**src/rtl/riscv_next_btb_strategy.sv**
```systemverilog
// Direct-mapped branch target buffer with 2-bit confidence counters for the riscv_next fetch path.
// The history port trains (PC -> target, ctr) pairs and the prefetch port reads back inject requests.
package riscv_next_pkg;
    typedef struct packed {
        logic is_branch;
        logic is_jal;
    } next_instr_signals_t;
endpackage

module riscv_next_btb_strategy
    import riscv_next_pkg::*;
#(
    parameter int ADDR_WIDTH = 16,
    parameter int ENTRIES    = 16
) (
    input  logic                      clk,
    input  logic                      nrst,
    input  logic [ADDR_WIDTH-1:0]     i_pm_pc,
    input  logic                      i_pm_flush,
    output logic                      o_inject,
    output logic [ADDR_WIDTH-1:0]     o_inject_addr,
    input  logic [ADDR_WIDTH-1:0]     i_pc,
    input  logic                      i_flush,
    input  logic                      i_jump_branch,
    input  logic [ADDR_WIDTH-1:0]     i_jump_addr,
    input  next_instr_signals_t       i_signals,
    input  logic                      i_invalidate
);
    localparam int IDX   = $clog2(ENTRIES);
    localparam int TAG_W = ADDR_WIDTH - IDX - 2;

    logic [ENTRIES-1:0]    valid_q;
    logic [1:0]            ctr_q    [ENTRIES];
    logic [TAG_W-1:0]      tag_q    [ENTRIES];
    logic [ADDR_WIDTH-1:0] target_q [ENTRIES];

    // Byte-offset bits never participate in indexing or tagging.
    logic unused_pc_bits;
    assign unused_pc_bits = &{1'b0, i_pm_pc[1:0], i_pc[1:0]};

    // Lookup side
    logic [IDX-1:0]   rd_idx;
    logic [TAG_W-1:0] rd_tag;
    logic             rd_hit;

    assign rd_idx = i_pm_pc[IDX+1:2];
    assign rd_tag = i_pm_pc[ADDR_WIDTH-1:IDX+2];
    assign rd_hit = valid_q[rd_idx] && (tag_q[rd_idx] == rd_tag);

    always_comb begin
        o_inject      = rd_hit && ctr_q[rd_idx][1] && !i_pm_flush;
        o_inject_addr = o_inject ? target_q[rd_idx] : '0;
    end

    // Update side
    logic [IDX-1:0]   wr_idx;
    logic [TAG_W-1:0] wr_tag;
    logic             wr_hit;
    logic             upd;
    logic             ctr_wr;
    logic             tgt_wr;
    logic [1:0]       ctr_d;

    assign wr_idx = i_pc[IDX+1:2];
    assign wr_tag = i_pc[ADDR_WIDTH-1:IDX+2];
    assign wr_hit = valid_q[wr_idx] && (tag_q[wr_idx] == wr_tag);
    assign upd    = !i_flush && (i_signals.is_branch || i_signals.is_jal);

    always_comb begin
        ctr_wr = 1'b0;
        tgt_wr = 1'b0;
        ctr_d  = ctr_q[wr_idx];
        if (upd && !i_invalidate) begin
            if (i_signals.is_jal) begin
                ctr_wr = 1'b1;
                tgt_wr = 1'b1;
                ctr_d  = 2'd3;
            end else if (i_jump_branch) begin
                ctr_wr = 1'b1;
                tgt_wr = 1'b1;
                if (wr_hit) begin
                    ctr_d = (ctr_q[wr_idx] == 2'd3) ? 2'd3 : ctr_q[wr_idx] + 2'd1;
                end else begin
                    ctr_d = 2'd2;
                end
            end else if (wr_hit) begin
                // Not-taken on a miss leaves the entry alone; on a hit it only decays.
                ctr_wr = 1'b1;
                ctr_d  = (ctr_q[wr_idx] == 2'd0) ? 2'd0 : ctr_q[wr_idx] - 2'd1;
            end
        end
    end

    always_ff @(posedge clk or negedge nrst) begin
        if (!nrst) begin
            valid_q <= '0;
            for (int i = 0; i < ENTRIES; i++) begin
                ctr_q[i] <= 2'd0;
            end
        end else if (i_invalidate) begin
            valid_q <= '0;
        end else if (ctr_wr) begin
            valid_q[wr_idx] <= 1'b1;
            ctr_q[wr_idx]   <= ctr_d;
        end
    end

    // Tag/target carry no reset; they are meaningless while valid is clear.
    always_ff @(posedge clk) begin
        if (nrst && tgt_wr) begin
            tag_q[wr_idx]    <= wr_tag;
            target_q[wr_idx] <= i_jump_addr;
        end
    end

endmodule

```
**config.mk**
```make
export PLATFORM = sky130hd
export DESIGN_NAME = riscv_next_btb_strategy
export DESIGN_NICKNAME = d
export VERILOG_FILES = /design/src/rtl/riscv_next_btb_strategy.sv
export SDC_FILE = /design/constraint.sdc
export NUM_CORES = 1
export LEC_CHECK = 0
export ABC_AREA = 0
export BUFFER_PORTS_ARGS = -buffer_cell sky130_fd_sc_hd__buf_2
export CORE_UTILIZATION = 56
export DETAILED_ROUTE_END_ITERATION = 16
export HOLD_SLACK_MARGIN = 0.05
export PLACE_DENSITY = 0.78
export REMOVE_ABC_BUFFERS = 1
export SYNTH_ARGS = -nofsm -noshare
export SYNTH_HDL_FRONTEND = slang
export SYNTH_SLANG_ARGS = --single-unit
```
**constraint.sdc**
```tcl
create_clock -name clk -period 3.6 [get_ports clk]
set_input_delay 0.36 -clock clk [delete_from_list [all_inputs] [get_ports clk]]
set_output_delay 0.36 -clock clk [all_outputs]
set_load 0.05 [all_outputs]
```
Word-level counts from Yosys, hierarchy flattened:

Memory sizes are Yosys's and may differ from the RTL's.
Cells that the tools add are included.
Widths: inputs -> output; s select.

* equal/unequal tests: 3
* muxes and demuxes: 34
* reduce and logical (&&, ||, !) cells: 16
* bitwise operators: 4
* magnitude comparators: 6
* add/subtract/negate cells: 2

Operators by type and width (number)
* $mux 16: 3
* $bwmux 32: 1
* $mux 2: 12
* $eq 10x10->1: 2
* $bmux 2 s4: 2
* $or 16x16->16: 1
* $mux 1: 12
* $ge 5x5->1 const B: 2
* $lt 4x5->1 const B: 2
* $not 4->5: 2
* $logic_and 1x1->1: 9
* $bmux 1 s4: 2
* $demux 2 s4: 1
* $lt 5x1->1 const B: 1
* $demux 1 s4: 1
* $ge 4x1->1 const B: 1
* $logic_not 1->1: 3
* $add 2x1->2 const B: 1
* $eq 2x2->1 const B: 1
* $logic_not 2->1: 1
* $reduce_and 2->1: 1
* $reduce_bool 2->1: 1
* $sub 2x1->2 const B: 1
* $logic_or 1x1->1: 1
* $not 1->1: 1

* memories kept: 2
* bits in writable memories: 416
* bits of input ports: 56
* output and inout port bits: 17
* bits in registers: 48
* word-level logic and storage cells: 84

Memory list
* target_q: depth 16, bits a word 16, rd ports 1, clocked after Yosys merged registers in 0, wr ports 1, line 35 `logic [ADDR_WIDTH-1:0] target_q [ENTRIES];`
* tag_q: depth 16, bits a word 10, rd ports 2, clocked after Yosys merged registers in 0, wr ports 1, line 34 `logic [TAG_W-1:0] tag_q [ENTRIES];`

Longest topological paths before layout:

Gate-level depths: netlist of the first run.

* depth after elaboration: 11
* mapped depth: 12
* gate-level depth less buffers: 8

Worst setup path after synthesis of the first run:

Ideal clock, no wire load.

* path kind: input port to output port
* start point: in i_pm_pc[2]
* end point: out o_inject_addr[10]
* path buffers: 3
* data arrival time: 3773 ps
* required time: 3240 ps
* setup slack: -533 ps
* cell stages on the path: 9
* cell sequence: buf_1 -> buf_2 -> mux4_2 -> mux4_2 -> xor2_1 -> nor4_1 -> nand4_1 -> clkbuf_1 -> nor2b_1

* cells in the longest elaborated chain, start to end: 7
* elaborated cells on any way between the ends: 13
* classes of those cells: eq/ne (1); mux (6); bitwise (1); reduce/logical (3); memory (2)

Ends and longest elaborated chain
* start, declared: line 18 `input logic [ADDR_WIDTH-1:0] i_pm_pc,`
* parallel branches: the longest is 6 deep, another holds $mem_v2 16x10
* $mux 16 *: line 52 `o_inject_addr = o_inject ? target_q[rd_idx] : '0;`
* end, declared: line 21 `output logic [ADDR_WIDTH-1:0] o_inject_addr,`

Mark *: on every way between the ends. The select of a mux whose other input is x is not followed.

==> results.md, run 1 <==
* PortBufs at slightly below 70
* Largest net degree at the start of global routing at 65
* HP Class: in2reg
* Most frequent cells in the layout: edfxtp_1 (416), mux4_2 (176), buf_4 (67), buf_2 (49), dfrtp_1 (48)
* Overflow after GRT at 0
* CTS Buffer Depth at 3
* Initial Util at 56.8%
* NetSw at 0.00243 W
* Crit-path max FO at 8
* Hold Path Cell Cnt at 1
* PwrDens at ~480 nW/um^2
* Final Hold Viols at 0
* Tcrit/Tclk final at 104%
* Slew headroom at 33.0%
* CP Capture Type: output port
* P&R area growth vs syn at 17.0%
* Count of different cell masters after synthesis at 47
* Commonest non-fill, non-tap cell in the layout: edfxtp_1
* DR vias at roughly 11000
* Clk pwr share at 40.3%
* Fillers at 2237
* Reg power frac at about 53%
* Cell area after synthesis at between 20000 and 25000 um^2
* Core Rows at 69
* Share of layout cells above drive strength 1 at 44.4%
* Share of the synthesized area in the top cell type at 61.9%
* Die height at 192 um
* Post-synth top area cell: edfxtp_1
* Syn. warnings at 0
* Clock Latency Late Sink at ~580 ps
* Drt first-iter violations at roughly 1100
* Worst Setup Start Kind: register
* IO Pins at 73
* Final GP Congestion at roughly 0.88
* Fin Clk Skew at around 25 ps
* Setup ws final at -132 ps
* Final setup violating endpoints at 17
* Comb pwr share at 7.0%
* Dpl hpwl at around 29 mm
* Maxcap violations at 0
* RSZ-0062 raised after global routing: true
* CTS tree: yes
* Pleak at ~8 nW
* Initial antenna violation count at 3
* First drt pass iteration count at 7
* Main synth FF type: edfxtp_1
* Die ar. at about 37000 um^2
* DIE WIDTH at around 190 um
* WL final at about 50 mm
* NumNets Final at 1165
* Antenna-violating nets left at 0
* Syn_area_per_cell at approximately 21 um^2
* Crit path DAT at about 3400 ps
* Worst slack, placed at -144 ps
* Vias in the first global route at about 11000
* Reg2Reg Depth at 9
* Avg Vias per Cell at about 6.7
* Reg-to-Reg Start: tag_q[12][5]
* Worst Hold Launch: i_jump_addr[8]
* DP Cell Count at approximately 1500
* Final Max Tran Viols at 0
* Type of the worst setup path: reg2out
* Drc violations at 0
* Num CTS Buffers at 46
* Async set-reset flop share out of synthesis at between 10% and 20%
* Leading post-synthesis cells by cell area: edfxtp_1 (62%), mux4_2 (20%), dfrtp_1 (6.0%), mux2_2 (2.3%), a2111oi_4 (1.4%)
* Status: finished, violations left
* WHS Endpoint: target_q[15][8]
* H-tree depth at 2
* Min Tclk post-route at about 3700 ps
* Total GRT Usage at ~28%
* Sw Ratio at a little over a fifth
* Global-route wire length before repair at between 70 and 80 mm
* Post-synthesis sequential area ratio at 67.9%
* WL per Instance at 30.8 um
* Total core area at ~35000 um^2
* R2R setup slack at approximately 190 ps
* Reg clk slew, reported paths at 60 ps
* Reg2reg end: ctr_q[29]
* Root buf cell: clkbuf_16
* CTS Sinks at 464
* Peak supply drop at around 0.52 mV
* Flops & latches, synth at around 460
* Pint at between 0.008 and 0.009 W
* CP required at around 3200 ps
* Post-synth EDFFs at about 420
* Failing checks: negative setup slack
* Syn Inst Count at ~960
* Fmax at 0.268 GHz
* Worst Max-Slew Pin Slew at around 1000 ps
* Final cell count without fillers at about 1600
==> final cells by class <==
cell class | instances | area [um^2] | area share, %
clock buffer | 56 | 1190 | 5.04
tap | 461 | 577 | 2.45
clock inverter | 24 | 219 | 0.928
timing repair buffer | 158 | 1450 | 6.14
multi-input combinational | 433 | 6430 | 27.3
antenna | 5 | 12.5 | 0.0530
sequential | 464 | 13700 | 58.0
inverter | 6 | 22.5 | 0.0955
==> worst max-delay path by stage <==
stage / start / to / slack (ps) / depth (start not counted)
floorplan: i_pm_pc[2] / o_inject_addr[0] / 160 / 7
detailed placement: i_pm_pc[2] / o_inject_addr[15] / -140 / 10
global placement: i_pc[2] / ctr_q[28] / -120 / 11
finish: tag_q[15][2] / o_inject_addr[1] / -130 / 10
global route: tag_q[15][4] / o_inject_addr[1] / -190 / 10
CTS: tag_q[3][2] / o_inject_addr[10] / -190 / 10
==> cell usage after synthesis, types with 15 or more instances <==
cell and number:
nand2_1 20, mux4_2 176, edfxtp_1 416, nor2_1 24, dfrtp_1 48, xnor2_1 17
mux2_2 41, mux2i_1 23, nor2b_1 23, clkbuf_1 26, buf_1 15, o21ba_2 16
==> sequential cells by signal, indices dropped and copies added, names as in the netlist <==
signal	flops
ctr_q	32
tag_q	160
target_q	256
valid_q	16
==> per-stage QoR <==
stage / setup TNS [ps] / power, W / cell area (um^2) / utilization [%] / hold WS [ps]
finish: -1590 / 0.0113 / 23600 / 66.5 / 157
CTS: -2880 / 0.0113 / 23500 / 66.3 / 144
detailed placement: -2790 / 0.00682 / 21900 / 61.6 / 497
global placement: -1210 / 0.00680 / 21900 / 61.6 / 486
global route: -2750 / 0.0116 / 23600 / 66.4 / 149
floorplan: 0 / 0.00643 / 19900 / - / 64.4
==> cell families (layout without fill, tap and decap cells) <==
| logic type | after synthesis | after routing | share of synthesized area [%] |
|---|---|---|---|
| other | 0 | 5 | 0 |
| and+or+nand+nor | 96 | 96 | 2.43 |
| DFF | 464 | 464 | 67.9 |
| buffers and inverters | 64 | 244 | 1.46 |
| AOI/OAI and AO/OA | 72 | 72 | 4.01 |
| xor gates and xnor gates | 25 | 25 | 1.12 |
| muxes | 240 | 240 | 23.1 |
==> critical path, stage by stage, from the launching register on <==
cell and delay [ps]:
edfxtp_1 400, mux4_2 490, mux4_2 510, xnor2_2 260, nand4_1 140, nor4_2 170, nand4_1 160, buf_6 190
buf_16 170, nor2b_2 140, buf_6 170
==> power groups by stage <==
stage	sequential, W	combinational (W)	clock, W
global route	0.00594	0.000840	0.00479
floorplan	0.00604	0.000384	0
detailed placement	0.00605	0.000775	0
CTS	0.00594	0.000793	0.00458
global placement	0.00605	0.000758	0
finish	0.00594	0.000793	0.00455
==> layer usage <==
layer  share of wire [%]  up-vias  GRT usage, %  wire [um]
li1                    -     4365             -          -
met1                  37     5745          37.5      18600
met2                  50      603          46.5      24900
met3                 9.0      121          5.90       4440
met4                 3.2        2          10.1       1590
met5               0.032        -             0         16
==> repair_timing <==
item	4_1_cts	5_1_grt
gates cloned	1	1
endpoints found under the hold margin	48	0
pin swaps	4	5
hold buffers	1	0
gates resized for setup	61	9
endpoints found under the setup margin	17	18
buffers inserted	1	0
(Power assumes the default switching activity.)
==> run 2: changes to the inputs <==
==> constraint.sdc (replaced) <==
create_clock -name clk -period 3.6 [get_ports clk]
set_input_delay 0.36 -clock clk [delete_from_list [all_inputs] [get_ports clk]]
set_output_delay 0.36 -clock clk [all_outputs]
set_load 0.02 [all_outputs]
==> run 2 against run 1 <==
Effect of this change: critical endpoint is now o_inject_addr[8]; final cell count is 0.44% higher; critical path depth shrank 2; sequential share of layout area about the same; worst hold slack better by 19 ps; power is 4.0% higher; sequential power is essentially flat; register-to-register slack lost 80 ps; largest power group unchanged; the run still ends with negative setup slack left; via count is 2.1% lower.
==> results.md, run 2 (synthesis results as in run 1) <==
* Fin Clk Skew at 14.5 ps
* Die ar. at 36800 um^2
* Largest net degree at the start of global routing at between 60 and 70
* Drt first-iter violations at 958
* R2R setup slack at roughly 110 ps
* HP Class: in2reg
* WL per Instance at slightly below 30 um
* Worst Max-Slew Pin Slew at 874 ps
* Slew headroom at around two fifths
* Final Hold Viols at 0
* Overflow after GRT at 0
* Crit path DAT at around 3300 ps
* Share of layout cells above drive strength 1 at 45.0%
* Dpl hpwl at between 20 and 30 mm
* H-tree depth at 2
* Avg Vias per Cell at 6.57
* P&R area growth vs syn at 16.9%
* DIE WIDTH at approximately 190 um
* Hold Worst Slack at 176 ps
* Final Util at roughly 66%
* Worst Setup Start Kind: register
* Total core area at about 35000 um^2
* Root buf cell: clkbuf_16
* Fillers at 2216
* Tcrit/Tclk final at 102%
* Reg clk slew, reported paths at around 60 ps
* Die height at ~190 um
* Min Tclk post-route at 3670 ps
* Final Max Tran Viols at 0
* Top Registers: target_q: 256 flops, tag_q: 160 flops, ctr_q: 32 flops
* Fmax at 0.272 GHz
* Initial Util at ~57%
* Global-route wire length before repair at between 70 and 80 mm
* Num CTS Buffers at 46
* Setup ws final at -70.9 ps
* CP Capture Type: output port
* PwrDens at just under 500 nW/um^2
* Tot Pwr at approximately 0.012 W
* Commonest non-fill, non-tap cell in the layout: edfxtp_1
* Drc violations at 0
* Core Rows at 69
* Clock Latency Late Sink at around 560 ps
* Top reg by flops: target_q
* Antenna-violating nets left at 0
* CP required at around 3200 ps
* Max reg flops at 256
* DR vias at about 11000
* Peak supply drop at about 0.44 mV
* Final setup violating endpoints at 14
* CTS tree: yes
* PortBufs at 68
* CTS Sinks at around 460
* NumNets Final at 1171
* WL final at around 48 mm
* First drt pass iteration count at 5
* Most frequent cells in the layout: edfxtp_1 (416), mux4_2 (176), buf_4 (91), buf_2 (49), dfrtp_1 (48)
* CTS Buffer Depth at 3
* Failing checks: negative setup slack
* RSZ-0062 raised after global routing: true
* Initial antenna violation count at 2
* Final GP Congestion at 0.842
* Maxcap violations at 0
* Pleak at 7.86 nW
* IO Pins at 73
* Total GRT Usage at a little over a quarter
* Vias in the first global route at between 10000 and 15000
* Type of the worst setup path: reg2out
* Crit-path max FO at 9
* Status: finished, violations left
## run 2: stage by stage
stage	cell area (um^2)	cells	TNS, ps	setup WS (ps)
detailed placement	21800	1521	-3700	-171
global placement	21800	1521	-1510	-109
finish	23600	1614	-464	-70.9
CTS	23500	1610	-667	-72.5
global route	23600	1612	-2170	-171
floorplan	19900	903	0	162
## run 2: critical path: stages (launching register included)
cell and delay (ps):
edfxtp_1 390, mux4_2 480, mux4_2 490, xor2_1 540, nor4_2 110, nand4_1 120
buf_4 350, nor2b_1 90, buf_4 170
## run 2: per-layer routing
layer  GRT usage, %  vias up  routed length (um)
met3           4.51      118                3420
met4           8.46        2                1390
met1           37.4     5611               19000
li1               -     4382                   -
met5              0        -                   9
met2           43.9      494               23700
## run 2: worst paths after layout
| path | from | to | cells after the start |
|---|---|---|---|
| hold / removal | i_jump_addr[3] | target_q[11][3] | 1 |
| hold reg to reg | ctr_q[16] | ctr_q[16] | 1 |
| setup reg to reg | tag_q[11][5] | ctr_q[30] | 9 |
| max in group asynchronous | nrst | valid_q[10] | 3 |
| min in group asynchronous | nrst | ctr_q[28] | 3 |
| setup / recovery | tag_q[15][5] | o_inject_addr[8] | 8 |
## run 2: final cells by class
| class | count | area, um^2 | area share (%) |
|---|---|---|---|
| multi-input cells | 433 | 6390 | 27.1 |
| clock buffers | 61 | 1250 | 5.30 |
| well taps | 461 | 577 | 2.45 |
| repair buffers | 164 | 1310 | 5.56 |
| diodes | 2 | 5.00 | 0.0212 |
| flip-flops and latches | 464 | 13700 | 58.1 |
| inverters | 6 | 27.5 | 0.117 |
| clock inverters | 23 | 334 | 1.42 |
## run 2: power by group
group | leakage, nW | switching [W] | internal (W)
clock | 0.769 | 0.00198 | 0.00302
sequential | 4.40 | 0.0000252 | 0.00591
combinational | 2.68 | 0.000417 | 0.000371
total | 7.86 | 0.00242 | 0.00931
## run 2: what timing repair did
| action | in CTS | in global routing |
|---|---|---|
| gates resized for setup | 33 | 18 |
| pin swaps | 3 | 0 |
| hold buffers | 1 | 0 |
| setup endpoints to repair | 17 | 17 |
| gates cloned | 1 | 0 |
| setup buffers | 3 | 4 |
| endpoints found under the hold margin | 48 | 0 |
==> run 3: changes to the inputs <==
--- a/config.mk
+++ b/config.mk
@@ -10,7 +10,7 @@
 export CORE_UTILIZATION = 56
 export DETAILED_ROUTE_END_ITERATION = 16
 export HOLD_SLACK_MARGIN = 0.05
-export PLACE_DENSITY = 0.78
+export PLACE_DENSITY = 0.76
 export REMOVE_ABC_BUFFERS = 1
 export SYNTH_ARGS = -nofsm -noshare
 export SYNTH_HDL_FRONTEND = slang
==> run 3 against run 2 <==
Effect of this change: the flow still finishes with violations (negative setup slack); worst hold slack got worse by 60 ps; via count increased by 1.3%; combinational power grew 0.6%; largest cell class unchanged.
==> results.md, run 3 (synthesis results as in run 1) <==
* Root buf cell: clkbuf_16
* Vias in the first global route at roughly 11000
* Die ar. at 36800 um^2
* PortBufs at around 70
* Final setup violating endpoints at 17
* Final Hold Viols at 0
* Clock Latency Late Sink at ~570 ps
* Worst Max-Slew Pin Slew at 654 ps
* NetSw at 0.00247 W
* Final cell count without fillers at around 1600
* Total core area at 35500 um^2
* H-tree depth at 2
* Min Tclk post-route at approximately 3800 ps
* Pleak at between 7 and 8 nW
* Largest net degree at the start of global routing at between 60 and 70
* Slew headroom at a little under three fifths
* HP Class: in2reg
* Top reg by flops: target_q
* Type of the worst setup path: reg2out
* Overflow after GRT at 0
* WL final at approximately 48 mm
* Commonest non-fill, non-tap cell in the layout: edfxtp_1
* CP required at 3240 ps
* PwrDens at around 490 nW/um^2
* Worst Setup Start Kind: register
* Reg clk slew, reported paths at about 60 ps
* CTS tree: yes
* Antenna-violating nets left at 0
* CP max-delay cell: mux4_2
* Pint at approximately 0.0090 W
* Initial Util at between 50% and 60%
* Dpl hpwl at 28.4 mm
* Sw Ratio at approximately 21%
* Die height at approximately 190 um
* Crit path DAT at between 3000 and 4000 ps
* Reg power frac at roughly half
* Post-DP Area at ~22000 um^2
* DP Cell Count at about 1500
* Total GRT Usage at a little over a quarter
* Fmax at about 0.26 GHz
* CTS Buffer Depth at 3
* Avg Vias per Cell at approximately 6.7
* Top Registers: target_q: 256 flops, tag_q: 160 flops, ctr_q: 32 flops
* P&R area growth vs syn at 17.0%
* Peak supply drop at 0.491 mV
* Setup ws final at -232 ps
* Tcrit/Tclk final at 106%
* Num CTS Buffers at 47
* Most frequent cells in the layout: edfxtp_1 (416), mux4_2 (176), buf_4 (74), buf_2 (49)
* RSZ-0062 raised after global routing: true
* WL per Instance at 30.0 um
* First drt pass iteration count at 6
* Final Max Tran Viols at 0
* Worst-path cell chain: mux4_2 -> mux4_2 -> xnor2_1 -> nand4_1 -> nor4_2 -> nand4_1 -> buf_6 -> buf_12 -> nor2b_1 -> buf_4
* IO Pins at 73
* DR vias at between 10000 and 15000
* Design area at between 20000 and 25000 um^2
* Max incr delay on CP at 520 ps
* NumNets Final at around 1200
* CP Capture Type: output port
* DIE WIDTH at roughly 190 um
* Global-route wire length before repair at between 70 and 80 mm
* Initial antenna violation count at 1
* N_diodes at 0
* Fin Setup TNS at -3290 ps
* Maxcap violations at 0
* Fin Clk Skew at 16.0 ps
* Hold Worst Slack at 117 ps
* Final GP Congestion at between 0.8 and 0.9
* Status: finished, violations left
* Drc violations at 0
* Failing checks: negative setup slack
* Share of layout cells above drive strength 1 at between 40% and 50%
* CTS Sinks at 464
* Comb pwr share at between 6 and 7%
* Clk pwr share at a little over two fifths
* Drt first-iter violations at about 1100
* Core Rows at a little under 70
* Crit-path max FO at 8
* Max reg flops at 256
* Fillers at between 2000 and 2500
==> run 3: per-stage QoR <==
step	worst slack [ps]	total power (W)	util [%]
after floorplan	162	0.00643	-
after global placement	-93.6	0.00681	61.7
after detailed placement	-129	0.00683	61.7
after CTS	-261	0.0116	66.2
after global routing	-346	0.0118	66.5
final	-232	0.0115	66.5
==> run 3: worst paths after layout <==
path | from | endpoint | slack (ps) | cells after the start
worst max-delay path | tag_q[9][1] | o_inject_addr[3] | -230 | 10
worst min-delay path | i_pc[15] | tag_q[6][9] | 120 | 1
worst max register to register | tag_q[6][9] | ctr_q[31] | 130 | 10
worst min register to register | ctr_q[30] | ctr_q[30] | 510 | 1
max in group asynchronous | nrst | valid_q[4] | 2680 | 3
min in group asynchronous | nrst | valid_q[8] | 510 | 3
==> run 3: what timing repair did <==
item / in CTS / in global routing
buffers inserted: 0 / 1
resized for setup: 32 / 21
hold buffers: 1 / 0
pin swaps: 4 / 5
setup endpoints to repair: 17 / 19
endpoints found under the hold margin: 48 / 0
==> run 3: per-layer routing <==
metal | part of all wire (%) | GRT usage, % | wire length, um
met5 | 0.017 | 0 | 8
met4 | 2.9 | 9.16 | 1390
met3 | 7.8 | 4.42 | 3750
met1 | 39 | 37.2 | 18600
met2 | 51 | 44.5 | 24300
==> run 3: worst max-delay path: cells and delay by family, from the launching register on <==
kind / cells / cell delay [ps]
xor+xnor: 1 / 190
buf+inv: 3 / 480
mux: 2 / 980
flops: 1 / 430
simple gates: 4 / 810
==> run 3: power groups by stage <==
stage	Clock (W)	Combinational, W	Sequential (W)
2_1_floorplan	0	0.000384	0.00604
3_3_place_gp	0	0.000766	0.00605
3_5_place_dp	0	0.000782	0.00605
4_1_cts	0.00484	0.000792	0.00594
5_1_grt	0.00505	0.000843	0.00594
6_report	0.00479	0.000793	0.00594
==> run 3: final cells by class <==
cell class	instances	area (um^2)	share of cell area, %
Inverter	6	22.5	0.0955
Timing Repair Buffer	159	1390	5.89
Tap cell	461	577	2.44
Sequential cell	464	13700	58.0
Clock buffer	57	1240	5.28
Clock inverter	24	258	1.09
Multi-Input combinational cell	433	6410	27.2
